**src/rtl/pc_ras_pkg.sv**
```systemverilog
// Shared definitions for the program counter with return-address stack:
// default geometry, reset value and the one-hot-free action encoding used
// by both the decode logic and anything that needs to reason about it.
package pc_ras_pkg;

  localparam int DEF_WIDTH     = 16;
  localparam int DEF_DEPTH     = 8;
  localparam int DEF_RESET_VAL = 0;

  // One action per cycle, listed from highest to lowest priority.
  typedef enum logic [2:0] {
    ACT_CLR  = 3'd0,
    ACT_LOAD = 3'd1,
    ACT_CALL = 3'd2,
    ACT_RET  = 3'd3,
    ACT_INC  = 3'd4,
    ACT_HOLD = 3'd5
  } action_t;

  // Priority encoder: clr > load > call > ret > inc > hold.
  // Lower-priority requests in the same cycle are simply dropped.
  function automatic action_t decode_action(
    input logic clr,
    input logic load,
    input logic call,
    input logic ret,
    input logic inc
  );
    action_t act;
    if (clr) begin
      act = ACT_CLR;
    end else if (load) begin
      act = ACT_LOAD;
    end else if (call) begin
      act = ACT_CALL;
    end else if (ret) begin
      act = ACT_RET;
    end else if (inc) begin
      act = ACT_INC;
    end else begin
      act = ACT_HOLD;
    end
    return act;
  endfunction

endpackage

```
**src/rtl/pc_ras_if.sv**
```systemverilog
// Control/status bundle between the control unit (master) and the
// program-counter block (slave).
interface pc_ras_if #(
  parameter int WIDTH = 16,
  parameter int DEPTH = 8
);

  logic                         clr;
  logic                         load;
  logic [WIDTH-1:0]             load_val;
  logic                         call;
  logic [WIDTH-1:0]             call_target;
  logic                         ret;
  logic                         inc;
  logic [WIDTH-1:0]             pc_out;
  logic [$clog2(DEPTH+1)-1:0]   depth;
  logic                         empty;
  logic                         full;
  logic                         ovf;
  logic                         unf;
  logic                         wrap;

  modport master (
    output clr, load, load_val, call, call_target, ret, inc,
    input  pc_out, depth, empty, full, ovf, unf, wrap
  );

  modport slave (
    input  clr, load, load_val, call, call_target, ret, inc,
    output pc_out, depth, empty, full, ovf, unf, wrap
  );

endinterface

```
**src/rtl/pc_ras_ras_stack.sv**
```systemverilog
// Circular LIFO for return addresses. A push while full overwrites the
// oldest entry, so the newest DEPTH addresses are always retained.
// Count, full and empty are registered; the top entry is read from the
// storage array at the slot just below the write pointer.
module ras_stack #(
  parameter int WIDTH = 16,
  parameter int DEPTH = 8
) (
  input  logic                       clk,
  input  logic                       rst_n,
  input  logic                       flush,
  input  logic                       push,
  input  logic                       pop,
  input  logic [WIDTH-1:0]           push_data,
  output logic [WIDTH-1:0]           top,
  output logic [$clog2(DEPTH+1)-1:0] depth,
  output logic                       full,
  output logic                       empty
);

  localparam int PTR_W = $clog2(DEPTH);
  localparam int CNT_W = $clog2(DEPTH+1);

  logic [WIDTH-1:0] mem_r [DEPTH];
  logic [PTR_W-1:0] wr_ptr_r;
  logic [PTR_W-1:0] wr_ptr_next_s;
  logic [PTR_W-1:0] top_idx_s;
  logic [CNT_W-1:0] cnt_r;
  logic [CNT_W-1:0] cnt_next_s;
  logic             full_r;
  logic             empty_r;
  logic             full_next_s;
  logic             empty_next_s;
  logic             wr_en_s;

  // Pointer/count update: flush wins over push, push wins over pop.
  always_comb begin
    wr_ptr_next_s = wr_ptr_r;
    cnt_next_s    = cnt_r;
    wr_en_s       = 1'b0;
    if (flush) begin
      wr_ptr_next_s = {PTR_W{1'b0}};
      cnt_next_s    = {CNT_W{1'b0}};
    end else if (push) begin
      wr_en_s       = 1'b1;
      wr_ptr_next_s = wr_ptr_r + PTR_W'(1'b1);
      if (full_r) begin
        cnt_next_s = cnt_r;
      end else begin
        cnt_next_s = cnt_r + CNT_W'(1'b1);
      end
    end else if (pop && !empty_r) begin
      wr_ptr_next_s = wr_ptr_r - PTR_W'(1'b1);
      cnt_next_s    = cnt_r - CNT_W'(1'b1);
    end else begin
      wr_ptr_next_s = wr_ptr_r;
      cnt_next_s    = cnt_r;
    end
    full_next_s  = (cnt_next_s == CNT_W'(DEPTH));
    empty_next_s = (cnt_next_s == {CNT_W{1'b0}});
  end

  // Pointer, count and status registers.
  always_ff @(posedge clk or negedge rst_n) begin
    if (!rst_n) begin
      wr_ptr_r <= {PTR_W{1'b0}};
      cnt_r    <= {CNT_W{1'b0}};
      full_r   <= 1'b0;
      empty_r  <= 1'b1;
    end else begin
      wr_ptr_r <= wr_ptr_next_s;
      cnt_r    <= cnt_next_s;
      full_r   <= full_next_s;
      empty_r  <= empty_next_s;
    end
  end

  // Entry storage; contents are meaningless once the count says empty.
  always_ff @(posedge clk) begin
    if (wr_en_s) begin
      mem_r[wr_ptr_r] <= push_data;
    end
  end

  assign top_idx_s = wr_ptr_r - PTR_W'(1'b1);
  assign top       = mem_r[top_idx_s];
  assign depth     = cnt_r;
  assign full      = full_r;
  assign empty     = empty_r;

endmodule

```
**src/rtl/pc_ras.sv**
```systemverilog
// Program counter with integrated return-address stack for the fetch
// stage. One action per cycle (clr > load > call > ret > inc > hold);
// all outputs come straight from registers.
module pc_ras
  import pc_ras_pkg::*;
#(
  parameter int               WIDTH     = DEF_WIDTH,
  parameter int               DEPTH     = DEF_DEPTH,
  parameter logic [WIDTH-1:0] RESET_VAL = WIDTH'(DEF_RESET_VAL)
) (
  input  logic      clk,
  input  logic      rst_n,
  pc_ras_if.slave   bus
);

  action_t          act_s;
  logic [WIDTH-1:0] pc_r;
  logic [WIDTH-1:0] pc_next_s;
  logic [WIDTH-1:0] pc_inc_s;
  logic             pc_max_s;
  logic             ovf_r;
  logic             unf_r;
  logic             wrap_r;
  logic             ovf_next_s;
  logic             unf_next_s;
  logic             wrap_next_s;
  logic             push_s;
  logic             pop_s;
  logic             flush_s;
  logic [WIDTH-1:0] stk_top_s;
  logic             stk_full_s;
  logic             stk_empty_s;

  assign act_s    = decode_action(bus.clr, bus.load, bus.call, bus.ret, bus.inc);
  // Shared incrementer: feeds both inc and the return address of call.
  assign pc_inc_s = pc_r + WIDTH'(1'b1);
  assign pc_max_s = (pc_r == {WIDTH{1'b1}});

  // Next-state decode for PC, stack controls and sticky/pulse flags.
  always_comb begin
    pc_next_s   = pc_r;
    ovf_next_s  = ovf_r;
    unf_next_s  = unf_r;
    wrap_next_s = 1'b0;
    push_s      = 1'b0;
    pop_s       = 1'b0;
    flush_s     = 1'b0;
    case (act_s)
      ACT_CLR: begin
        pc_next_s  = RESET_VAL;
        flush_s    = 1'b1;
        ovf_next_s = 1'b0;
        unf_next_s = 1'b0;
      end
      ACT_LOAD: begin
        pc_next_s = bus.load_val;
      end
      ACT_CALL: begin
        push_s    = 1'b1;
        pc_next_s = bus.call_target;
        if (stk_full_s) begin
          ovf_next_s = 1'b1;
        end else begin
          ovf_next_s = ovf_r;
        end
      end
      ACT_RET: begin
        if (stk_empty_s) begin
          unf_next_s = 1'b1;
        end else begin
          pop_s     = 1'b1;
          pc_next_s = stk_top_s;
        end
      end
      ACT_INC: begin
        pc_next_s   = pc_inc_s;
        wrap_next_s = pc_max_s;
      end
      ACT_HOLD: begin
        pc_next_s = pc_r;
      end
      default: begin
        pc_next_s = pc_r;
      end
    endcase
  end

  // PC and flag registers.
  always_ff @(posedge clk or negedge rst_n) begin
    if (!rst_n) begin
      pc_r   <= RESET_VAL;
      ovf_r  <= 1'b0;
      unf_r  <= 1'b0;
      wrap_r <= 1'b0;
    end else begin
      pc_r   <= pc_next_s;
      ovf_r  <= ovf_next_s;
      unf_r  <= unf_next_s;
      wrap_r <= wrap_next_s;
    end
  end

  ras_stack #(
    .WIDTH (WIDTH),
    .DEPTH (DEPTH)
  ) u_stack (
    .clk       (clk),
    .rst_n     (rst_n),
    .flush     (flush_s),
    .push      (push_s),
    .pop       (pop_s),
    .push_data (pc_inc_s),
    .top       (stk_top_s),
    .depth     (bus.depth),
    .full      (stk_full_s),
    .empty     (stk_empty_s)
  );

  assign bus.pc_out = pc_r;
  assign bus.full   = stk_full_s;
  assign bus.empty  = stk_empty_s;
  assign bus.ovf    = ovf_r;
  assign bus.unf    = unf_r;
  assign bus.wrap   = wrap_r;

endmodule

```
**src/flat_wrapper.sv**
```systemverilog
// flat-port wrapper written by rule: the top's interface ports become plain ports
module pc_ras_flat import pc_ras_pkg::*;
#(
  parameter int               WIDTH     = DEF_WIDTH,
  parameter int               DEPTH     = DEF_DEPTH,
  parameter logic [WIDTH-1:0] RESET_VAL = WIDTH'(DEF_RESET_VAL)
)
  (clk, rst_n, bus_clr, bus_load, bus_load_val, bus_call, bus_call_target, bus_ret, bus_inc, bus_pc_out, bus_depth, bus_empty, bus_full, bus_ovf, bus_unf, bus_wrap);
  pc_ras_if #(.WIDTH(WIDTH), .DEPTH(DEPTH)) bus_i ();
  input  logic clk;
  input  logic rst_n;
  input wire logic [$bits(bus_i.clr)-1:0] bus_clr;
  input wire logic [$bits(bus_i.load)-1:0] bus_load;
  input wire logic [$bits(bus_i.load_val)-1:0] bus_load_val;
  input wire logic [$bits(bus_i.call)-1:0] bus_call;
  input wire logic [$bits(bus_i.call_target)-1:0] bus_call_target;
  input wire logic [$bits(bus_i.ret)-1:0] bus_ret;
  input wire logic [$bits(bus_i.inc)-1:0] bus_inc;
  output wire logic [$bits(bus_i.pc_out)-1:0] bus_pc_out;
  output wire logic [$bits(bus_i.depth)-1:0] bus_depth;
  output wire logic [$bits(bus_i.empty)-1:0] bus_empty;
  output wire logic [$bits(bus_i.full)-1:0] bus_full;
  output wire logic [$bits(bus_i.ovf)-1:0] bus_ovf;
  output wire logic [$bits(bus_i.unf)-1:0] bus_unf;
  output wire logic [$bits(bus_i.wrap)-1:0] bus_wrap;
  assign bus_i.clr = bus_clr;
  assign bus_i.load = bus_load;
  assign bus_i.load_val = bus_load_val;
  assign bus_i.call = bus_call;
  assign bus_i.call_target = bus_call_target;
  assign bus_i.ret = bus_ret;
  assign bus_i.inc = bus_inc;
  assign bus_pc_out = bus_i.pc_out;
  assign bus_depth = bus_i.depth;
  assign bus_empty = bus_i.empty;
  assign bus_full = bus_i.full;
  assign bus_ovf = bus_i.ovf;
  assign bus_unf = bus_i.unf;
  assign bus_wrap = bus_i.wrap;
  pc_ras #(.WIDTH(WIDTH), .DEPTH(DEPTH), .RESET_VAL(RESET_VAL)) u_core (.clk(clk), .rst_n(rst_n), .bus(bus_i));
endmodule
```
**config.mk**
```make
export PLATFORM = sky130hd
export DESIGN_NAME = pc_ras_flat
export DESIGN_NICKNAME = d
export VERILOG_FILES = /design/src/rtl/pc_ras_pkg.sv /design/src/rtl/pc_ras_if.sv /design/src/rtl/pc_ras_ras_stack.sv /design/src/rtl/pc_ras.sv /design/src/flat_wrapper.sv
export SDC_FILE = /design/constraint.sdc
export NUM_CORES = 1
export LEC_CHECK = 0
export CORE_MARGIN = 4
export CORE_UTILIZATION = 52
export DETAILED_ROUTE_END_ITERATION = 7
export PLACE_DENSITY = 0.86
export SLEW_MARGIN = 10
export SYNTH_ARGS = -nofsm -noshare
export SYNTH_HDL_FRONTEND = slang
export SYNTH_SLANG_ARGS = --single-unit
```
**constraint.sdc**
```tcl
create_clock -name clk -period 3 [get_ports clk]
set_input_delay 0.9 -clock clk [delete_from_list [all_inputs] [get_ports clk]]
set_output_delay 0.9 -clock clk [all_outputs]
set_load 0.02 [all_outputs]
```
### Word-level counts from Yosys, hierarchy flattened

Memory sizes are Yosys's and may differ from the RTL's.
Index checks and enable logic that the tools add are counted.

| cells by class | value |
|---|---|
| reduce and logical (&&, ||, !) cells | 11 |
| add/subtract/negate cells | 5 |
| multiplexer cells | 27 |
| equality and inequality tests | 9 |

Operator list:

| operator | number |
|---|---|
| $pmux 16 s5 | 1 |
| $mux 3 | 7 |
| $add 16x1->16 const B | 1 |
| $eq 16x16->1 const B | 1 |
| $mux 16 | 1 |
| $mux 4 | 4 |
| $mux 1 | 12 |
| $eq 3x2->1 const B | 2 |
| $ne 2x2->1 const B | 3 |
| $reduce_and 2->1 | 3 |
| $reduce_bool 5->1 | 1 |
| $add 4x1->4 const B | 1 |
| $eq 4x4->1 const B | 1 |
| $logic_not 4->1 | 1 |
| $pmux 1 s2 | 2 |
| $reduce_bool 2->1 | 2 |
| $sub 4x1->4 const B | 1 |
| $add 3x1->3 const B | 1 |
| $eq 3x1->1 const B | 1 |
| $eq 3x3->1 const B | 1 |
| $logic_not 3->1 | 1 |
| $reduce_bool 3->1 | 1 |
| $sub 3x1->3 const B | 1 |
| $logic_and 1x1->1 | 1 |
| $logic_not 1->1 | 1 |

| storage, ports and cells | value |
|---|---|
| bits of input ports | 39 |
| output and inout port bits | 25 |
| memories | 1 |
| bits in registers | 28 |
| memory bits (writable) | 128 |
| word-level logic and storage cells | 61 |

Memory list:

| name | words | bits a word | read ports | clocked after memory_dff | write ports | line | RTL |
|---|---|---|---|---|---|---|---|
| u_core.u_stack.mem_r | 8 | 16 | 1 | 0 | 1 | pc_ras_ras_stack.sv:24 | `logic [WIDTH-1:0] mem_r [DEPTH];` |

### Logic depth before layout (Yosys ltp)

| depth | value |
|---|---|
| word-level depth | 12 |
| gate-level depth with buffers | 12 |
| depth with buffers taken out | 7 |

### By module

Synthesis repeated with hierarchy kept, for this count alone.

| second synthesis, totals | value |
|---|---|
| cells, all modules | 423 |
| area, all modules | 6929.1 µm² |

By module, submodules not included:

| module | cells an instance | seq. area each (µm²) | times used | area an instance (µm²) |
|---|---|---|---|---|
| ras_stack | 257 | 4070.2 | 1 | 5462.7 |
| pc_ras | 166 | 475.5 | 1 | 1466.4 |

### Worst setup path after synthesis

Ideal clock, no wire load.

| timing | value |
|---|---|
| path kind | input to register |
| from | input port bus_load |
| to | memory u_core.u_stack.mem_r[0][0] (enable) |
| buffers on the path | 1 |
| cell stages on the path | 4 |
| setup time | 430 ps |
| slack | -379 ps |
| required time | 2570 ps |
| arrival time | 2949 ps |
| cells stage by stage | clkbuf_1 > nor2_1 > nand2_1 > nor4_1 |

| on the way | value |
|---|---|
| word-level cells in the longest chain between the ends | 8 |
| elaborated cells between the ends (all ways) | 10 |
| classes of those cells | 1 x eq/ne; 8 x mux; 1 x reduce/logical |

RTL lines:

| item | line | RTL |
|---|---|---|
| start: declaration | flat_wrapper.sv:13 | `input wire logic [$bits(bus_i.load)-1:0] bus_load;` |
| $mux 3 (*) | pc_ras_pkg.sv:32 | `end else if (load) begin` |
| $mux 3 (*) | pc_ras_pkg.sv:30 | `if (clr) begin` |
| $eq 3x2->1 | pc_ras.sv:48 | `case (act_s)` |
| $mux 1 | pc_ras.sv:48 |  |
| $mux 1 | pc_ras_ras_stack.sv:44 | `end else if (push) begin` |
| $mux 1 (*) | pc_ras_ras_stack.sv:41 | `if (flush) begin` |
| $mux 1 (*) | pc_ras_ras_stack.sv:80 | `if (wr_en_s) begin` |
| $mux 1 (implied by the code) (*) | pc_ras_ras_stack.sv:81 | `mem_r[wr_ptr_r] <= push_data;` |
| end: declaration | pc_ras_ras_stack.sv:24 |  |

Mark *: on every way between the ends. The rest lies on a longest branch, timed or not.

### Final worst setup path

| timing | value |
|---|---|
| from | register u_core.u_stack.wr_ptr_r[1] |
| to | register u_core.pc_r[8] (netlist: u_core.bus.pc_out[8]) |

| on the way | value |
|---|---|
| word-level cells in the longest chain between the ends | 4 |

RTL lines:

| item | line | RTL |
|---|---|---|
| start: declaration | pc_ras_ras_stack.sv:25 | `logic [PTR_W-1:0] wr_ptr_r;` |
| start signal: assignment | pc_ras_ras_stack.sv:66 | `wr_ptr_r <= {PTR_W{1'b0}};` |
| start signal: assignment | pc_ras_ras_stack.sv:71 | `wr_ptr_r <= wr_ptr_next_s;` |
| $sub 3x1->3 | pc_ras_ras_stack.sv:85 | `assign top_idx_s = wr_ptr_r - PTR_W'(1'b1);` |
| $mem_v2 8x16 | -- |  |
| $mux 16 | pc_ras.sv:68 | `if (stk_empty_s) begin` |
| $pmux 16 s5 | pc_ras.sv:48 |  |
| end signal: assignment | pc_ras.sv:96 | `pc_r <= pc_next_s;` |
| end: declaration | pc_ras.sv:17 | `logic [WIDTH-1:0] pc_r;` |

Every way passes these cells. The select of a mux whose other input is x is not followed.
A chain may end at the register's enable or synchronous reset.

==> impl_metrics.toml <==
[outcome]
outcome = "finished clean"

[logic_synthesis]
synth_nets = 480
synth_seq_area_share_pct = 66.40
ys_seq_elements = 156
synth_ff_type = "edfxtp_1"
ys_types = 52
synth_largest_area_cell = "edfxtp_1"
ys_warn_count = 0
synth-async-reset-ratio_pct = 17.95
synthCells = 436
synth_top_area_share_pct = 56.15
syn-cell-area_sq_um = 6845
syn_area_per_cell_sq_um = 15.70
synth_edf_count = 128
synth_area_leaders = "edfxtp_1 (56%), mux4_2 (11%), dfrtp_1 (9.9%)"

[critical_path]
startpoint_type = "register"
crit_cells = 8
critPathKind = "reg -> reg"
worst_ep_arrival_time_ns = 3.09
crit_buf_inv = 2
cp_data_required_time_ns = 3.31
crit_slowest_cell = "dfrtp_1"
max_stage_delay_ns = 0.58
r2r_cells = 8
worstPathCellList = "inv_1 > ha_1 > buf_4 > mux4_2 > mux2i_1 > o221ai_1 > a21oi_1 > nor3_1"
crit_fanout = 14
crit_path_end_kind = "register"
r2r_slack_ns = 0.22
crit_family = "multiplexers"

[power]
internal_power_mw = 3.799
switching_share_pct = 24.46
power_mw = 5.029
seqPwrFrac_pct = 48.8
p_per_area_nw_per_um2 = 593.4
irDropWorstVdd_v = 0.0006033
p_leak_nw = 2.998
pwr-share-comb_pct = 11.3
power_switching_mw = 1.230
clkPwrFrac_pct = 39.9

[clock_network]
cts_hold_buf = 0
tritoncts = "done"
htreeDepth = 4
cts_root_buffer = "clkbuf_16"
insertion_delay_ns = 0.43
clockBufferDepth = 2
post_cts_buffers = 0
clkTransAtPathRegs_ns = 0.06
clock_sinks = 156
cts_resized = 0
cts_buffers = 17

[route]
post_drt_wl_per_cell_um = 25.17
drtAntennaViolNets = 0
initialDrtViolationCount = 567
vias_per_cell = 6.407
dr.pass1.iters = 5
drc = 0
num_vias = 4568
routed_wl_mm = 17.95

[floorplanning]
core_sq_um = 12770
io_pins = 64
die_h_um = 122.7
row_count = 41
start_util_pct = 53.59
dieArea_sq_um = 15060
die_x_um = 122.7

[grt]
grtUsageTotal_pct = 25.57
grt_overflow = 0
antenna_found_initial = 0
grt_max_degree = 39
grt_pass1_vias = 4662
grt_pass1_wl_mm = 27.41

[job]
drv_cap = 0

[place]
io_buffers = 63
place.gp.congestion = 0.8672
dp_hpwl_mm = 12.36
dpl_cell_area_sq_um = 7928

[sta]
hold_viol = 0
fin_skew_ns = 0.005824
finalSetupTns_ns = 0
rsz0062_at_grt = "no"
relSlewSlack_pct = 42.07
report.final.slew_viol_count = 0
max_freq_mhz = 359.2
tightest_slew_ns = 0.8628
setup-violations-final = 0
hold_slack_ns = 0.5031
period_share_pct = 92.79
min_period_ns = 2.784

[hold_path]
whs_path_depth = 2
min_path_type = "reg -> reg"

[final_layout]
drive_gt1_share_pct = 20.70
fin_nets = 573
finalInstanceArea_sq_um = 8474
fill_cells = 820
n_antenna_cell = 0
seqCellArea_sq_um = 4547
areaGrowthSynthToFinish_pct = 23.80
multi_input_area_sq_um = 2211
-- synthesized netlist by cell type, types with 11 or more instances --
master,n
o21ai_0,16
dfrtp_1,27
nand2_1,19
mux4_2,32
nor3_1,13
a22oi_1,18
clkbuf_1,12
mux2i_1,11
nor2_1,31
edfxtp_1,128
-- worst min-delay path, cell delays in order (launching register included) --
cell and delay, ns:
dfrtp_1 0.35, a21oi_1 0.05, nor2_1 0.07
-- worst paths after layout --
kind                                                             start                           endpoint
max in group asynchronous                                        rst_n     u_core.u_stack.empty$_DFF_PN1_
worst min register to register              u_core.bus.unf$_DFFE_PN0P_         u_core.bus.unf$_DFFE_PN0P_
worst max register to register  u_core.u_stack.wr_ptr_r[1]$_DFFE_PN0P_   u_core.bus.pc_out[8]$_DFFE_PN0P_
worst max-delay path            u_core.u_stack.wr_ptr_r[1]$_DFFE_PN0P_   u_core.bus.pc_out[8]$_DFFE_PN0P_
min in group asynchronous                                        rst_n  u_core.u_stack.depth[3]$_DFF_PN0_
worst min-delay path                        u_core.bus.unf$_DFFE_PN0P_         u_core.bus.unf$_DFFE_PN0P_
-- stage by stage --
step                      std cells  utilization, %  setup WS [ns]
after floorplan                 436               -        0.02272
after global placement          682           62.06         0.1193
after detailed placement        682           62.06        0.04299
after CTS                       713           66.34         0.3172
after global routing            713           66.34        0.09816
final                           713           66.34         0.2162
-- power groups by stage --
stage	Combinational, mW	Clock (mW)	Sequential [mW]
final	0.567	2.01	2.45
after global routing	0.604	2.13	2.46
after CTS	0.564	2.02	2.45
after detailed placement	0.556	0	2.50
after global placement	0.537	0	2.49
after floorplan	0.294	0	2.51
-- layout by cell type, fill, tap and decap left out, types with 5 or more instances in the layout --
master / n
nand2_1: 19
ha_1: 5
clkdlybuf4s50_1: 63
nand3_1: 9
nor2b_1: 5
nor3_2: 5
dfrtp_1: 26
nor3_1: 9
clkbuf_16: 17
xor2_1: 9
inv_1: 7
nor2_1: 31
mux2_2: 5
edfxtp_1: 128
a22oi_1: 18
and3_1: 5
nand2b_1: 5
a211oi_1: 6
xnor2_1: 8
mux2i_1: 11
buf_4: 29
o21ai_0: 16
mux4_2: 32
a21oi_1: 9
-- flip-flops by register name (all words and copies together), names as in the netlist --
register / flops
u_core.bus.wrap: 1
u_core.bus.unf: 1
u_core.u_stack.full: 1
u_core.u_stack.depth: 4
u_core.u_stack.mem_r: 128
u_core.u_stack.empty: 1
u_core.u_stack.wr_ptr_r: 3
u_core.bus.ovf: 1
u_core.bus.pc_out: 16
-- layout make-up --
type	count	area share [%]
tap	172	2.539
sequential	156	53.65
multi-input combinational	251	26.09
clock inverter	13	1.388
clock buffer	18	5.064
inverter	7	0.3101
timing repair buffer	96	10.96
-- routing by layer --
metal | wire length (um) | share of wire (%) | vias to the layer above | GRT usage [%]
met5 | 0 | 0 | - | 0
met1 | 7179 | 40 | 2335 | 34.03
li1 | - | - | 1919 | -
met3 | 1478 | 8.2 | 45 | 7.143
met4 | 526 | 2.9 | 0 | 10.29
met2 | 8765 | 49 | 269 | 40.18
-- cells by family after synthesis --
| group | share of synthesized area, % |
|---|---|
| AOI/OAI and AO/OA | 7.293 |
| xor gates and xnor gates | 2.175 |
| adders and majority gates | 0.9139 |
| buffers and inverters | 1.810 |
| DFF | 66.40 |
| muxes | 12.96 |
| and+or+nand+nor | 8.444 |
No activity file was read; power rests on OpenSTA's default activity.
